===== config.mk =====
export PLATFORM = sky130hd
export DESIGN_NAME = dlsc_stereobm_window_adder
export DESIGN_NICKNAME = d
export VERILOG_FILES = /design/src/rtl/dlsc_stereobm_window_adder_pkg.sv /design/src/rtl/dlsc_stereobm_window_adder_slice.sv /design/src/rtl/dlsc_stereobm_window_adder.sv
export SDC_FILE = /design/constraint.sdc
export NUM_CORES = 2
export LEC_CHECK = 0
export BUFFER_PORTS_ARGS = -buffer_cell sky130_fd_sc_hd__buf_2
export CAP_MARGIN = 15
export CORE_ASPECT_RATIO = 1.2
export CORE_MARGIN = 3
export CORE_UTILIZATION = 45
export CTS_CLUSTER_DIAMETER = 150
export CTS_CLUSTER_SIZE = 8
export DETAILED_ROUTE_END_ITERATION = 8
export SETUP_SLACK_MARGIN = 0.2
export SLEW_MARGIN = 5
export SYNTH_ARGS = -nofsm -noshare
export SYNTH_HDL_FRONTEND = slang
export SYNTH_SLANG_ARGS = --single-unit

===== constraint.sdc =====
create_clock -name clk -period 3.8 [get_ports clk]
set_input_delay 0.19 -clock clk [delete_from_list [all_inputs] [get_ports clk]]
set_output_delay 0.19 -clock clk [all_outputs]
set_load 0.03 [all_outputs]

===== src/rtl/dlsc_stereobm_window_adder_pkg.sv =====
// Shared sizing helpers for the stereo block-matching window adder.
// Latency and internal width are derived here so every file agrees on them.
package dlsc_stereobm_adder_pkg;

   function automatic int clog2(input int v);
      int r;
      r = 0;
      while ((1 << r) < v) r++;
      return r;
   endfunction

   function automatic int lat0_f(input int sad);
      return clog2(sad);
   endfunction

   function automatic int lat_f(input int sad, input int mult_r);
      return clog2(sad) + mult_r;
   endfunction

   // One spare bit on top of the window sum keeps prev + add headroom before the subtract.
   function automatic int int_bits_f(input int data, input int sad);
      return data + clog2(sad) + 1;
   endfunction

   localparam int DEF_DATA     = 16;
   localparam int DEF_SAD      = 15;
   localparam int DEF_MULT_R   = 3;
   localparam int DEF_LAT0     = lat0_f(DEF_SAD);
   localparam int DEF_LAT      = lat_f(DEF_SAD, DEF_MULT_R);
   localparam int DEF_INT_BITS = int_bits_f(DEF_DATA, DEF_SAD);

   typedef logic [DEF_INT_BITS-1:0] sum_t;

endpackage


===== src/rtl/dlsc_stereobm_window_adder_slice.sv =====
// One incremental window stage: delays the entering/leaving terms into alignment
// with the previous window, then registers prev + add - sub.
module dlsc_stereobm_window_adder_slice
   import dlsc_stereobm_adder_pkg::*;
#(
   parameter int DATA     = 16,
   parameter int INT_BITS = 21,
   parameter int DLY      = 4
) (
   input  logic                clk,
   input  logic                rst_n,
   input  logic                i_en,
   input  logic [INT_BITS-1:0] i_prev,
   input  logic [DATA-1:0]     i_add,
   input  logic [DATA-1:0]     i_sub,
   output logic [INT_BITS-1:0] o_sum
);

   logic [DATA-1:0]     w_add;
   logic [DATA-1:0]     w_sub;
   logic [INT_BITS-1:0] r_sum;

   generate
      if (DLY == 0) begin : g_nodly
         assign w_add = i_add;
         assign w_sub = i_sub;
      end else begin : g_dly
         logic [DATA-1:0] r_add [DLY];
         logic [DATA-1:0] r_sub [DLY];
         always_ff @(posedge clk or negedge rst_n) begin
            if (!rst_n) begin
               for (int d = 0; d < DLY; d++) begin
                  r_add[d] <= '0;
                  r_sub[d] <= '0;
               end
            end else if (i_en) begin
               r_add[0] <= i_add;
               r_sub[0] <= i_sub;
               for (int d = 1; d < DLY; d++) begin
                  r_add[d] <= r_add[d-1];
                  r_sub[d] <= r_sub[d-1];
               end
            end
         end
         assign w_add = r_add[DLY-1];
         assign w_sub = r_sub[DLY-1];
      end
   endgenerate

   // The leaving term is always part of i_prev, so the result never goes negative.
   always_ff @(posedge clk or negedge rst_n) begin
      if (!rst_n) begin
         r_sum <= '0;
      end else if (i_en) begin
         r_sum <= i_prev + INT_BITS'(w_add) - INT_BITS'(w_sub);
      end
   end

   assign o_sum = r_sum;

endmodule


===== src/rtl/dlsc_stereobm_window_adder.sv =====
// Stall-able sliding-window SAD adder: MULT_R overlapping window sums with valid/ready.
// Define DLSC_STEREOBM_ADDER_SAT_EN to clamp output sums instead of wrapping them.
module dlsc_stereobm_window_adder
   import dlsc_stereobm_adder_pkg::*;
#(
   parameter int DATA     = 16,
   parameter int SAD      = 15,
   parameter int MULT_R   = 3,
   parameter int SUM_BITS = DATA + 4,
   parameter int META     = 4
) (
   input  logic                              clk,
   input  logic                              rst_n,
   input  logic                              in_valid,
   output logic                              in_ready,
   input  logic [META-1:0]                   in_meta,
   input  logic [DATA*(SAD+MULT_R-1)-1:0]    in_data,
   output logic                              out_valid,
   input  logic                              out_ready,
   output logic [META-1:0]                   out_meta,
   output logic [SUM_BITS*MULT_R-1:0]        out_data
);

   localparam int LAT0     = lat0_f(SAD);
   localparam int LAT      = lat_f(SAD, MULT_R);
   localparam int INT_BITS = int_bits_f(DATA, SAD);
   localparam int NLEAF    = 1 << LAT0;

   typedef logic [INT_BITS-1:0] isum_t;

   logic                       w_adv;
   isum_t                      w_win     [MULT_R];
   isum_t                      w_aligned [MULT_R];
   logic [SUM_BITS*MULT_R-1:0] w_conv;
   logic [LAT-1:0]             r_vld;
   logic [META-1:0]            r_meta    [LAT];
   logic [SUM_BITS*MULT_R-1:0] r_out_data;

   assign w_adv    = !out_valid || out_ready;
   assign in_ready = w_adv;

   generate
      if (LAT0 == 0) begin : g_notree
         assign w_win[0] = INT_BITS'(in_data[0 +: DATA]);
      end else begin : g_tree
         // Heap-ordered tree: node i sums nodes 2i and 2i+1; leaves pad to a power of two with zeros.
         isum_t w_node [2:2*NLEAF-1];
         isum_t r_node [1:NLEAF-1];
         always_comb begin
            for (int i = 2; i < 2*NLEAF; i++) begin
               if (i < NLEAF) begin
                  w_node[i] = r_node[i];
               end else if ((i - NLEAF) < SAD) begin
                  w_node[i] = INT_BITS'(in_data[(i-NLEAF)*DATA +: DATA]);
               end else begin
                  w_node[i] = '0;
               end
            end
         end
         always_ff @(posedge clk or negedge rst_n) begin
            if (!rst_n) begin
               for (int i = 1; i < NLEAF; i++) r_node[i] <= '0;
            end else if (w_adv) begin
               for (int i = 1; i < NLEAF; i++) r_node[i] <= w_node[2*i] + w_node[2*i+1];
            end
         end
         assign w_win[0] = r_node[1];
      end

      for (genvar j = 1; j < MULT_R; j++) begin : g_slice
         dlsc_stereobm_window_adder_slice #(
            .DATA     (DATA),
            .INT_BITS (INT_BITS),
            .DLY      (LAT0 + j - 1)
         ) u_slice (
            .clk    (clk),
            .rst_n  (rst_n),
            .i_en   (w_adv),
            .i_prev (w_win[j-1]),
            .i_add  (in_data[(j+SAD-1)*DATA +: DATA]),
            .i_sub  (in_data[(j-1)*DATA +: DATA]),
            .o_sum  (w_win[j])
         );
      end

      // Early windows wait here so every window reaches the output register on the same beat.
      for (genvar j = 0; j < MULT_R; j++) begin : g_align
         localparam int D = MULT_R - 1 - j;
         if (D == 0) begin : g_pass
            assign w_aligned[j] = w_win[j];
         end else begin : g_dly
            isum_t r_dly [D];
            always_ff @(posedge clk or negedge rst_n) begin
               if (!rst_n) begin
                  for (int d = 0; d < D; d++) r_dly[d] <= '0;
               end else if (w_adv) begin
                  r_dly[0] <= w_win[j];
                  for (int d = 1; d < D; d++) r_dly[d] <= r_dly[d-1];
               end
            end
            assign w_aligned[j] = r_dly[D-1];
         end
      end

      for (genvar j = 0; j < MULT_R; j++) begin : g_conv
         if (SUM_BITS >= INT_BITS) begin : g_ext
            assign w_conv[j*SUM_BITS +: SUM_BITS] = SUM_BITS'(w_aligned[j]);
         end else begin : g_narrow
`ifdef DLSC_STEREOBM_ADDER_SAT_EN
            assign w_conv[j*SUM_BITS +: SUM_BITS] =
               (w_aligned[j] > isum_t'({SUM_BITS{1'b1}})) ? {SUM_BITS{1'b1}}
                                                         : w_aligned[j][SUM_BITS-1:0];
`else
            logic w_unused_hi;
            assign w_unused_hi = ^w_aligned[j][INT_BITS-1:SUM_BITS];
            assign w_conv[j*SUM_BITS +: SUM_BITS] = w_aligned[j][SUM_BITS-1:0];
`endif
         end
      end
   endgenerate

   always_ff @(posedge clk or negedge rst_n) begin
      if (!rst_n) begin
         r_vld      <= '0;
         r_out_data <= '0;
         for (int i = 0; i < LAT; i++) r_meta[i] <= '0;
      end else if (w_adv) begin
         r_vld[0]   <= in_valid;
         r_meta[0]  <= in_meta;
         r_out_data <= w_conv;
         for (int i = 1; i < LAT; i++) begin
            r_vld[i]  <= r_vld[i-1];
            r_meta[i] <= r_meta[i-1];
         end
      end
   end

   assign out_valid = r_vld[LAT-1];
   assign out_meta  = r_meta[LAT-1];
   assign out_data  = r_out_data;

endmodule


; ---- Word level (Yosys, flattened, before mapping)
; Cells that the tools add are included.
[word_totals]
ram_bits = 0
word_cells = 67
latch_bits = 0
out_inout_bits = 66
mem_bits_ro = 0
mem_count = 0
regBits = 758
[classes]
n_eq_ne = 0
multipliers = 0
n_addsub = 18
n_reduce_logical = 2
n_lt_le_gt_ge = 0
mux = 0
shifts = 0
div = 0
bitwise_logic = 0
[ops]
columns = cell, n
row1 = $add 16x16->17, 7
row2 = $add 20x20->20, 3
row3 = $add 17x17->18, 3
row4 = $add 20x16->20, 2
row5 = $sub 20x16->20, 2
row6 = $add 17x16->18, 1
row7 = $logic_not 1->1, 1
row8 = $logic_or 1x1->1, 1

; ---- Logic depth before layout (Yosys ltp)
[depth]
ltp_word = 2
depth_mapped = 12

; ---- By module
; A second synthesis with hierarchy kept.
[hier_totals]
cells_unflattened = 4066
hier_area_um2 = 40387.5
[by_module_without_submodules]
columns = module, seq_area_each_um2, area_per_inst_um2, cells_each, instances
row1 = dlsc_stereobm_window_adder, 10510.1, 25127.8, 2872, 1
row2 = dlsc_stereobm_window_adder_slice at g_slice[2].u_slice, 4529.3, 8217.9, 631, 1
row3 = dlsc_stereobm_window_adder_slice at g_slice[1].u_slice, 3728.6, 7041.8, 563, 1

; ---- Worst setup path after synthesis
; Ideal clock, no wire load.
[synth_timing]
path_kind = reg-to-reg
start = register g_slice[1].u_slice.r_sum[9]
end = register g_slice[2].u_slice.r_sum[16]
setup_ns = 0.141
path_buffers = 0
slack_ns = 0.963
period_less_slack_ns = 2.837
arrival_ns = 2.696
path_stages_with_launch = 12
cell_sequence = dfrtp_1 inv_1 fa_1 inv_1 ha_1 or4_4 a2111oi_4 a211oi_2 a31o_4 a21oi_2 or4b_1 a31oi_1
[synth_via]
elab_chain_len = 2
[synth_rtl]
columns = element, line_no
row1 = start: declaration, dlsc_stereobm_window_adder_slice.sv:21  ; logic [INT_BITS-1:0] r_sum;
row2 = start signal: assignment, dlsc_stereobm_window_adder_slice.sv:55  ; r_sum <= i_prev + INT_BITS'(w_add) - INT_BITS'(w_sub);
row3 = $add 20x16->20, dlsc_stereobm_window_adder_slice.sv:55
row4 = $sub 20x16->20, dlsc_stereobm_window_adder_slice.sv:55
row5 = end signal: assignment, dlsc_stereobm_window_adder_slice.sv:55
row6 = end: declaration, dlsc_stereobm_window_adder_slice.sv:21
; Every way passes these cells.
; A chain may end at the register's enable or synchronous reset.

; ---- Final worst setup path
[layout_timing]
start = register g_slice[1].u_slice.r_sum[12]
end = register g_slice[2].u_slice.r_sum[17]
; The elaborated chain is that of the path after synthesis.

==> impl_metrics.env <==
export IMPL_run_status="completed"
export IMPL_tritoncts="built"
export IMPL_finalCriticalPeriod_ns=3.12
export IMPL_detail_route_vias_per_cell=5.21
export IMPL_grt_ovfl_total=0
export IMPL_register_to_register_path_depth=11
export IMPL_number_of_gates_given_a_new_drive_strength_after_cts=0
export IMPL_clkLatencyLatePin_ns=0.65
export IMPL_die_area_um2=93900
export IMPL_cts_root_buffer="sky130_fd_sc_hd__clkbuf_16"
export IMPL_final_instance_count_without_filler_cells=6279
export IMPL_first_global_vias=32200
export IMPL_cp_start_kind="flip-flop"
export IMPL_fin_worst_hold_slack_ns=0.0220
export IMPL_grt_start_max_net_pins=180
export IMPL_gp_routability_congestion=0.874
export IMPL_ir_worst_vdd_v=0.000520
export IMPL_synthDistinctLibCells=77
export IMPL_totalNegativeSetupSlack_ns=0
export IMPL_port_buffers=345
export IMPL_worst_slew_pin_transition_ns=0.956
export IMPL_clk_pin_slew_worst_setup_hold_paths_ns=0.05
export IMPL_synth_compound_gate_area_share=0.147
export IMPL_fmax_mhz=321
export IMPL_yosys_area_share_adder=0.107
export IMPL_post_dp_cell_area_um2=43700
export IMPL_synth_edff_count=0
export IMPL_floorplan_core_area_um2=89300
export IMPL_detail_route_iter0_violations=2042
export IMPL_area_growth_synth_to_final_pct=17.6
export IMPL_via_count=32700
export IMPL_async_reset_ff_frac=1.00
export IMPL_total_of_warnings_raised_by_yosys=0
export IMPL_synthDominantAreaCellType="sky130_fd_sc_hd__dfrtp_1"
export IMPL_total_power_mw=47.9
export IMPL_drt_total_wl_um=106000
export IMPL_synthMuxAreaShare=0.00357
export IMPL_clkSinkCount=748
export IMPL_fin_nets=5714
export IMPL_final_antenna_net_count=0
export IMPL_worstPathRequired_ns=4.32
export IMPL_io_pin_count=346
export IMPL_global_route_usage_total=0.227
export IMPL_initial_utilization=0.455
export IMPL_post_drt_wl_per_cell_um=16.9
export IMPL_die_width_um=280
export IMPL_critPathCapture="g_slice[2].u_slice.o_sum[17]"
export IMPL_final_area_um2=47800
export IMPL_cp_end_kind="flip-flop"
export IMPL_fill_cells=8315
export IMPL_clock_skew_ns=0.0186
export IMPL_synth_sequential_area_ratio=0.461
export IMPL_cts_root_to_sink_buffers=3
export IMPL_powerDensity_nw_per_um2=1000
export IMPL_syn_area_um2=40600
export IMPL_remaining_drc_errors=0
export IMPL_timing_final_setup_violations=0
export IMPL_synth_avg_cell_area_um2=8.71
export IMPL_unrepaired_setup_endpoints_after_global_routing="false"
export IMPL_post_synth_top_flop="sky130_fd_sc_hd__dfrtp_1"
export IMPL_ys_ff_latch=748
export IMPL_synth_simple_gate_area_share=0.203
export IMPL_cts_htree_levels=3
export IMPL_regToRegSetupSlack_ns=0.68
export IMPL_reg2reg_from="g_slice[1].u_slice.o_sum[12]"
export IMPL_r2r_end="g_slice[2].u_slice.o_sum[17]"
export IMPL_synth_xor_xnor_area_share=0.0399
export IMPL_drv_slew=0
export IMPL_max_capacitance_violation_count=0
export IMPL_final_period_utilization=0.821
export IMPL_detail_route_first_pass_iterations=6
export IMPL_critical_path_at_ns=3.64
export IMPL_postSynthCellCount=4662
export IMPL_dp_cells=6030
export IMPL_chip_height_um=335
export IMPL_max_fanout_on_critical_path=6
export IMPL_timing_slew_headroom=0.363
export IMPL_setup_worst_path_start="g_slice[1].u_slice.o_sum[12]"
export IMPL_final_layout_size_suffix_gt1_frac=0.105
export IMPL_synth_area_leaders="sky130_fd_sc_hd__dfrtp_1, sky130_fd_sc_hd__nand2_1, sky130_fd_sc_hd__ha_1"
export IMPL_net_count_of_the_mapped_netlist=5262
export IMPL_combinational_family_with_the_most_area_after_synthesis="simple AND/OR/NAND/NOR gates"
export IMPL_antenna_found_initial=4
export IMPL_tritoncts_num_buffers=103
export IMPL_most_repeated_cell_in_the_gate_level_netlist_after_synthesis="sky130_fd_sc_hd__nand2_1"
export IMPL_fp_row_count=120
export IMPL_netlist_top_cells_count="sky130_fd_sc_hd__nand2_1, sky130_fd_sc_hd__dfrtp_1, sky130_fd_sc_hd__a21oi_1"
export IMPL_grt_first_pass_wirelength_um=172000
export IMPL_worst_hold_path_type="in2reg"
export IMPL_synth_top_cell_area_share=0.461
export IMPL_hold_violation_total_from_the_final_report=0
export IMPL_timing_worst_setup_path_type="reg2reg"
export IMPL_dp_final_hpwl_um=77400
export IMPL_power_leakage_nw=24.0
where the power goes:
group	internal [mW]	total (mW)	switching, mW	leakage, nW
sequential	11.8	14.3	2.49	8.96
combinational	10.2	25.5	15.3	13.7
clock	4.81	8.11	3.30	1.33
per-layer routing:
metal / routed length, um / up-vias / track usage / part of all wire
met4: 2510 / 4 / 0.0614 / 0.024
met5: 32 / - / 0 / 0.00030
met1: 49100 / 15500 / 0.313 / 0.46
met3: 4040 / 156 / 0.0313 / 0.038
li1: - / 16500 / - / -
met2: 50300 / 612 / 0.377 / 0.47
layout make-up:
| class | count | area, um2 | area share |
|---|---|---|---|
| multi-input cells | 3502 | 20300 | 0.426 |
| flip-flops and latches | 748 | 18700 | 0.392 |
| repair buffers | 532 | 3690 | 0.0772 |
| clock buffers | 103 | 2580 | 0.0540 |
| well taps | 1159 | 1450 | 0.0304 |
| inverters | 227 | 860 | 0.0180 |
| clock inverters | 6 | 125 | 0.00262 |
| diodes | 2 | 5.00 | 0.000105 |
cell usage in the layout (no fill, tap or decap), drive strengths merged, types with 46 or more instances in the layout:
cell type and count:
nand2 1520, dfrtp 748, buf 394, a21oi 287
o21ai 277, ha 274, nor2 233, inv 230
dlygate4sd3 138, xnor2 105, clkbuf 103, a21o 97
xor2 80, nor3 49, fa 46
per-stage QoR:
stage | utilization | worst slack [ns]
after floorplan | - | 0.963
after global placement | 0.489 | 0.759
after detailed placement | 0.489 | 0.734
after CTS | 0.535 | 0.712
after global routing | 0.535 | 0.494
final | 0.535 | 0.682
kinds of logic (layout without fill, tap and decap cells):
family | after synthesis | after routing
and+or+nand+nor | 2025 | 2025
AOI/OAI and AO/OA | 958 | 958
DFF | 748 | 748
buffers and inverters | 412 | 868
adders and majority gates | 320 | 320
xor gates and xnor gates | 185 | 185
muxes | 14 | 14
other | 0 | 2
state kept, by name, indices dropped and copies added, names as in the netlist:
signal	cells
g_align.g_dly.r_dly	60
g_slice.u_slice.g_dly.r_add	112
g_slice.u_slice.o_sum	40
out_meta	4
g_slice.u_slice.w_add	32
g_tree.r_node	265
g_slice.u_slice.g_dly.r_sub	112
r_vld	7
r_meta	24
g_slice.u_slice.w_sub	32
out_data	60
worst min path at each step:
stage | startpoint | end | slack, ns | cells past startpoint
finish | in_data[177] | g_tree.r_node[43] | 0.02 | 4
global route | in_data[145] | g_tree.r_node[64] | 0.03 | 4
CTS | in_data[177] | g_tree.r_node[43] | 0.002 | 4
detailed placement | rst_n | out_meta[3] | 0.27 | 1
global placement | rst_n | out_meta[3] | 0.27 | 1
floorplan | rst_n | g_align[0].g_dly.r_dly[0] | -0.11 | 0
timing repair:
item	CTS	global route
endpoints found under the hold margin	178	0
buffers inserted	0	0
hold buffers	138	0
worst max-delay path, cell delays in order, from the launching register on:
cell	delay, ns
sky130_fd_sc_hd__dfrtp_1	0.32
sky130_fd_sc_hd__inv_1	0.07
sky130_fd_sc_hd__fa_1	0.54
sky130_fd_sc_hd__inv_1	0.06
sky130_fd_sc_hd__ha_1	0.40
sky130_fd_sc_hd__nand4_1	0.18
sky130_fd_sc_hd__a2111o_1	0.43
sky130_fd_sc_hd__o22ai_1	0.29
sky130_fd_sc_hd__nor2_1	0.13
sky130_fd_sc_hd__a311oi_1	0.32
sky130_fd_sc_hd__xnor2_1	0.15
sky130_fd_sc_hd__o21ai_0	0.08
No activity file was read; power rests on OpenSTA's default activity.
